===== src/rtl/pwm_ramp_scheduler.sv =====
// -----------------------------------------------------------------------------
// pwm_ramp_scheduler
//
// Soft-ramp duty-cycle controller placed in front of a PWM pulse generator.
// A ramp request (target duty + maximum step) is accepted over a valid/ready
// handshake. The duty output then moves toward the target by at most one step
// per PWM period. It changes only on the cycle after a period_tick, so the
// generator never sees a duty change in the middle of a period. A one-cycle
// done pulse marks arrival at the target.
//
// Optional feature macro: PWM_RAMP_RETARGET_EN
//   undefined (default) : requests are accepted only in IDLE.
//   defined             : requests are also accepted while ramping and replace
//                         the target/step without disturbing duty_out.
//
// Parameters
//   WIDTH       width of duty, target and step (matches the PWM counter)
//   RESET_DUTY  duty_out value after reset
//
// Ports
//   clk          rising-edge clock
//   rst          synchronous, active-high reset
//   period_tick  one-cycle pulse when the generator period counter wraps
//   req_valid    ramp request present
//   req_target   requested final duty
//   req_step     maximum duty change per period (0 = jump at next tick)
//   req_ready    request can be accepted this cycle (registered)
//   duty_out     registered duty value to the PWM generator
//   busy         high whenever the controller is not idle (registered)
//   done         one-cycle pulse once duty_out has reached the target
// -----------------------------------------------------------------------------
module pwm_ramp_scheduler #(
  parameter int unsigned      WIDTH      = 8,
  parameter logic [WIDTH-1:0] RESET_DUTY = '0
) (
  input  logic             clk,
  input  logic             rst,
  input  logic             period_tick,
  input  logic             req_valid,
  input  logic [WIDTH-1:0] req_target,
  input  logic [WIDTH-1:0] req_step,
  output logic             req_ready,
  output logic [WIDTH-1:0] duty_out,
  output logic             busy,
  output logic             done
);

  typedef enum logic [1:0] {
    S_IDLE = 2'd0,
    S_RAMP = 2'd1,
    S_DONE = 2'd2
  } state_t;

`ifdef PWM_RAMP_RETARGET_EN
  localparam logic RAMP_READY = 1'b1;
`else
  localparam logic RAMP_READY = 1'b0;
`endif

  state_t           state;
  logic [WIDTH-1:0] target_q;
  logic [WIDTH-1:0] step_q;

  logic             accept;
  logic [WIDTH-1:0] distance;
  logic [WIDTH-1:0] next_duty;
  logic [WIDTH-1:0] done_target;

  assign accept = req_valid && req_ready;

  // Candidate duty for the next period boundary. The distance to the target
  // is compared against the step before any add/subtract happens, so the
  // result always lands between duty_out and target_q and can never wrap
  // past 0 or 2^WIDTH-1.
  always_comb begin
    // NOTE: every output of this block gets a default first; a path that left
    // one unassigned would infer a latch.
    distance  = '0;
    next_duty = duty_out;
    if (step_q == '0) begin
      next_duty = target_q;
    end else if (target_q > duty_out) begin
      distance  = target_q - duty_out;
      next_duty = (distance <= step_q) ? target_q : duty_out + step_q;
    end else if (target_q < duty_out) begin
      distance  = duty_out - target_q;
      next_duty = (distance <= step_q) ? target_q : duty_out - step_q;
    end
  end

  // Target used for the arrival check. When a retarget is accepted in the
  // same cycle as a tick, that tick still steps toward the old target, but
  // completion is judged against the new one.
  always_comb begin
    done_target = target_q;
`ifdef PWM_RAMP_RETARGET_EN
    if (accept) begin
      done_target = req_target;
    end
`endif
  end

  // Single-process FSM; req_ready, busy and done are registered alongside the
  // state so they are glitch-free and exactly track the state they describe.
  always_ff @(posedge clk) begin
    // NOTE: reset is sampled on the clock edge (synchronous), and every
    // register including target_q/step_q gets a defined value, so a ramp
    // abandoned by reset leaves no stale request behind.
    if (rst) begin
      state     <= S_IDLE;
      target_q  <= RESET_DUTY;
      step_q    <= '0;
      duty_out  <= RESET_DUTY;
      req_ready <= 1'b1;
      busy      <= 1'b0;
      done      <= 1'b0;
    end else begin
      // NOTE: state updates use non-blocking assignments so every register
      // sees the pre-edge values of the others, independent of statement order.
      done <= 1'b0;
      unique case (state)
        S_IDLE: begin
          // A tick arriving together with the accept is deliberately
          // ignored; the first step waits for the following tick.
          if (accept) begin
            target_q  <= req_target;
            step_q    <= req_step;
            state     <= S_RAMP;
            busy      <= 1'b1;
            req_ready <= RAMP_READY;
          end
        end

        S_RAMP: begin
`ifdef PWM_RAMP_RETARGET_EN
          if (accept) begin
            target_q <= req_target;
            step_q   <= req_step;
          end
`endif
          if (period_tick) begin
            duty_out <= next_duty;
            if (next_duty == done_target) begin
              state     <= S_DONE;
              done      <= 1'b1;
              req_ready <= 1'b0;
            end
          end
        end

        S_DONE: begin
          state     <= S_IDLE;
          busy      <= 1'b0;
          req_ready <= 1'b1;
        end

        default: begin
          state     <= S_IDLE;
          busy      <= 1'b0;
          req_ready <= 1'b1;
        end
      endcase
    end
  end

endmodule


===== config.mk =====
export PLATFORM = sky130hd
export DESIGN_NAME = pwm_ramp_scheduler
export DESIGN_NICKNAME = d
export VERILOG_FILES = /design/src/rtl/pwm_ramp_scheduler.sv
export SDC_FILE = /design/constraint.sdc
export NUM_CORES = 1
export LEC_CHECK = 0
export ABC_AREA = 1
export CAP_MARGIN = 20
export CORE_UTILIZATION = 45
export DETAILED_ROUTE_END_ITERATION = 10
export GPL_ROUTABILITY_DRIVEN = 1
export GPL_TIMING_DRIVEN = 0
export HOLD_SLACK_MARGIN = 0.03
export PLACE_DENSITY = 0.76
export SLEW_MARGIN = 20
export SYNTH_ARGS = -nofsm -noshare
export SYNTH_HDL_FRONTEND = slang
export SYNTH_SLANG_ARGS = --single-unit
export TNS_END_PERCENT = 50

===== constraint.sdc =====
create_clock -name clk -period 4 [get_ports clk]
set_clock_uncertainty 0.05 [all_clocks]
set_input_delay 0.8 -clock clk [delete_from_list [all_inputs] [get_ports clk]]
set_output_delay 0.8 -clock clk [all_outputs]
set_load 0.01 [all_outputs]

# After elaboration in Yosys (flattened, before gate mapping)
# Cells that the tools add are included.
# word_totals
ff_bits	29
input_bits	20
output_inout_bits	11
wordCells	46
# op_classes
bitwise	2
muxes	16
order_cmp	4
n_reduce_logical	8
eq_ne	5
add_sub_neg	4
# ops
op	n
$mux W8	5
$sub A8 B8 Y8	3
$le A8 B8 Y1	2
$add A8 B8 Y8	1
$eq A8 B8 Y1	1
$gt A8 B8 Y1	1
$logic_not A8 Y1	1
$lt A8 B8 Y1	1
$mux W2	3
$ne A2 B2 Y1 const B	3
$reduce_and A2 Y1	3
$mux W1	5
$pmux W1 S2	2
$pmux W2 S2	1
$reduce_and A3 Y1	1
$reduce_or A3 Y1	1
$eq A2 B1 Y1 const B	1
$logic_not A2 Y1	1
$not A1 Y1	2
$logic_and A1 B1 Y1	1

# Depth between registers and ports, before layout
# depth
word_depth	10
ltp_mapped	30

# Worst setup path before layout
# Ideal clock, no wire load.
# synth_path
kind	flip-flop to flip-flop
from	register duty_out[1]
to	register state[0]
required_ps	3819
path_stages_with_launch	29
slack_ps	432
arrival_time_ps	3387
cell_sequence	dfxtp_1 -> inv_1 -> ha_1 -> nand2_1 -> o21ai_0 -> nand3_1 -> nand2_1 -> a21oi_1 -> nor2_1 -> nor2_1 -> xnor2_1 -> ha_1 -> a21o_1 -> nor2_1 -> nand2_1 -> nand2_2 -> inv_2 -> nor2_1 -> nor2_1 -> nor2_1 -> nand2_2 -> nand2_2 -> nand2_1 -> nand2_1 -> nand2_1 -> nor2_2 -> nand3_1 -> nand2_1 -> a21oi_2
# synth_via
elab_chain_len	9
elab_cells_between_ends	16
cone_classes	4 x add/sub; 4 x order compare; 2 x eq/ne; 5 x mux; 1 x reduce/logical
# synth_lines
item	line_no	rtl
start: declaration	43	output logic [WIDTH-1:0] duty_out,
start signal: assignment	142	duty_out <= next_duty;
$sub A8 B8 Y8	86	distance = duty_out - target_q;
$le A8 B8 Y1	87	next_duty = (distance <= step_q) ? target_q : duty_out - step_q;
$mux W8	87	
$mux W8	85	end else if (target_q < duty_out) begin
$mux W8 (*)	82	end else if (target_q > duty_out) begin
$mux W8 (*)	80	if (step_q == '0) begin
$eq A8 B8 Y1 (*)	143	if (next_duty == done_target) begin
$ne A2 B2 Y1 (no source line) (*)	-	
$reduce_and A3 Y1 (no source line) (*)	-	
end signal: assignment	144	state <= S_DONE;
end signal: assignment	152	state <= S_IDLE;
end signal: assignment	158	state <= S_IDLE;
end: declaration	60	state_t state;
# Mark *: on every way between the ends. The rest lies on a longest branch, timed or not.
# A chain may end at the register's enable or synchronous reset.

# Worst setup path after layout
# layout_path
from	register duty_out[2]
to	register state[0]
# Same word-level chain as after synthesis.

==> results summary <==
The shortest clock period the worst path allows after layout came out at 3.802 ns. The worst max-slew margin expressed relative to the limit is 0.5744. The worst register-to-register path begins at duty_out[2]$_SDFFE_PP0P_. The number of placed I/O pins is 31. The wire length of the first global-routing pass came out at 15150 µm.

The share of the Yosys chip area taken by registers is 0.1729. From synthesis to final layout, the design area changed by 22.29%. In this design, the stage delay of the slowest critical-path cell is 0.39 ns. In this run, synthesis produced a sequential element count of 29.

TritonCTS built the clock tree. Clock-pin slew was measured on the worst setup and hold paths at 0.07 ns. The number of buffers and inverters on the critical path came out at 3. The fraction of final layout cells with drive strength greater than 1 came out at 0.1578. The fraction of synthesized cell area taken by the top area cell type came out at 0.1729. The setup slack after placement came out at -0.4594 ns. The total core area came out at 7214 µm². The smallest setup slack after layout came out at 0.1981 ns.

The largest net degree at the start of global routing is 11. The share of synthesized registers carrying an async set or reset is 0. The total vias in the final route came out at 3511. The number of placed cells counting well taps is 646. For this run, the total global-route usage over all layers was measured as 0.2546. In this run, CTS created clock tree buffers numbering 5.

The critical setup path kind is reg -> reg. The DRC violation total after the first TritonRoute iteration is 167. The total overflow left after global routing is 0.

The average vias per placed instance is 5.296. The via count of the first global-routing pass came to 3287. The number of buffers on the longest clock path is 2. The critical path's top delay family is simple AND/OR/NAND/NOR gates.

The mean instance size in the synthesized netlist is 6.493 µm². The startpoint of the worst hold path is busy$_SDFFE_PP0P_. Detailed placement finished with a half-perimeter wire length of 7471 µm. The worst vdd rail ir drop came out at 0.3366 mV. The H-tree level count is 2. The number of nets in the synthesized netlist came out at 585. The area of the die came out at 7809 µm². The worst setup path is captured at a register. The total count of max-transition violations in the final report came to 0. The later-pin clock latency in the skew report came out at 0.29 ns. The post-route fraction of the period consumed by the critical path came out at 0.9505. By area the synthesized netlist is led by dfxtp_1, ha_1, nand2_1.

The most used flip-flop cell after synthesis is dfxtp_1. The final weighted congestion of routability-driven global placement came out at 0.9632. The routed wirelength normalized by instance count came out at 14.43 µm. STA classifies the critical path startpoint as a register.

The number of cell rows came out at 31. The number of antenna violations at the first check in global routing is 0. For this configuration, the core starts out at a cell density of 0.4653. Once layout is complete, the cells apart from fillers number 663. The data arrival time of the critical path came out at 3.92 ns. The run finished with clean final reports. The final hold violation count came out at 0. The largest driver fanout on the critical path came out at 10. The count of input and output buffers came out at 30. The tree is rooted in a clkbuf_8. The number of antenna-violating nets in the routed design is 0. The total of hold buffers inserted after clock tree synthesis came out at 0. Counting every sink on the clock net gives 29. The die height came out at 88.37 µm. The highest-delay cell along the critical path is dfxtp_4. In this run, distinct cell masters in the synthesized netlist total 34. The transition time at the pin with the least slew margin came out at 0.6384 ns. The required time of the worst setup path is 4.12 ns. The first-pass detailed-route iteration total came out at 5. The final routed wirelength across all metal layers came out at 9570 µm. The net total in the final layout is 631.

By instance count, the cell type seen most on the critical path is nand2_1. The tightest min-delay check is of the reg -> reg type. The tool flagged a number of max-cap violations equal to 0. Synthesis produced a netlist whose cell count is 517.

The count of fill cells added during filler insertion came out at 710. The largest total area in the synthesized netlist belongs to dfxtp_1. The Yosys warning count is 0.

The leakage dissipation came out at 2.041 nW. From left edge to right edge, the die measures 88.37 µm. The areal power density over the cells came out at 654.8 nW/µm². The total DRC errors in the routed layout came out at 0.

The number of flops mapped to enable cells by yosys is 0. The number of setup violations in the final report came out at 0. The critical path starts at duty_out[2]$_SDFFE_PP0P_. Derived from the worst setup path, the maximum achievable clock frequency is 263.0 MHz. After routing, the total negative slack on setup checks comes to 0 ns. Final hold analysis gives a worst-case slack of 0.4281 ns. The netlist area before placement is 3357 µm². The diode insertion count for antenna repair is 0.
## cell usage after synthesis, types with 10 or more instances
cell	n
a21oi_1	44
dfxtp_1	29
ha_1	44
inv_1	72
nand2_1	126
nand2_2	12
nand3_1	48
nand4_1	10
nor2_1	30
o21ai_0	31
xor2_1	11
## final timing paths
path / end / slack (ns) / cells after the start
worst max register to register: state[0]$_SDFFE_PP0P_ / 0.20 / 29
worst max-delay path: state[0]$_SDFFE_PP0P_ / 0.20 / 29
worst min-delay path: busy$_SDFFE_PP0P_ / 0.43 / 2
worst min register to register: busy$_SDFFE_PP0P_ / 0.43 / 2
## through the flow
step	power, W	instance area (µm²)	util
2_1_floorplan	0.001676	3357	-
3_3_place_gp	0.002011	3781	0.5241
3_5_place_dp	0.002062	3781	0.5241
4_1_cts	0.002459	3941	0.5463
5_1_grt	0.002921	4105	0.5690
6_report	0.002688	4105	0.5690
## area by class of cell
type	count	area [µm²]	area share
buffer	15	110.1	0.02682
clock inverter	2	37.54	0.009144
sequential	29	591.8	0.1442
tap	99	123.9	0.03017
inverter	76	297.8	0.07254
timing repair buffer	38	360.3	0.08778
multi-input combinational	398	2501	0.6093
clock buffer	6	82.58	0.02012
## layout by cell type (no fill, tap or decap), types with 7 or more instances in the layout
master and instances:
nand3_1 44, nand3_2 10, o21ai_0 29, a21oi_1 39, buf_4 10, dfxtp_1 24
nand4_1 10, nor2_1 28, nand2_1 118, clkbuf_8 7, a21oi_2 7, xor2_1 11
nand2_2 18, ha_1 43, inv_1 70, clkdlybuf4s50_1 30
## worst min-delay path, cell delays in order (launching register included)
cell,delay [ns]
dfxtp_1,0.31
nand2_1,0.06
a21oi_1,0.06
## flip-flops by register name, summed over array words and instances, names as in the netlist
name and flops:
done_target 8, duty_out 8, step_q 8, state 2, busy 1, done 1
req_ready 1
## power by group
group / switching, W / internal, W
clock: 0.000136 / 0.000203
sequential: 0.0000437 / 0.000325
combinational: 0.00122 / 0.000759
## logic make-up (layout without fill, tap and decap cells)
kind of cell,count (synthesis),after routing,share of synthesized area
AOI/OAI and AO/OA,89,89,0.1446
xor gates and xnor gates,15,15,0.03913
adders and majority gates,48,48,0.1879
buffers and inverters,91,137,0.1208
DFF,29,29,0.1729
and+or+nand+nor,245,246,0.3347
## metal layers
metal / global-route usage / share of wire
met1: 0.3013 / 0.42
met2: 0.4720 / 0.50
met3: 0.02799 / 0.063
met4: 0.09091 / 0.019
met5: 0 / 0
## repair_timing
action | in CTS | in global routing
setup endpoints to repair | 11 | 5
pin swaps | 0 | 11
setup buffers | 0 | 8
gates cloned | 0 | 1
gates resized for setup | 11 | 31
No activity file was read; power rests on OpenSTA's default activity.
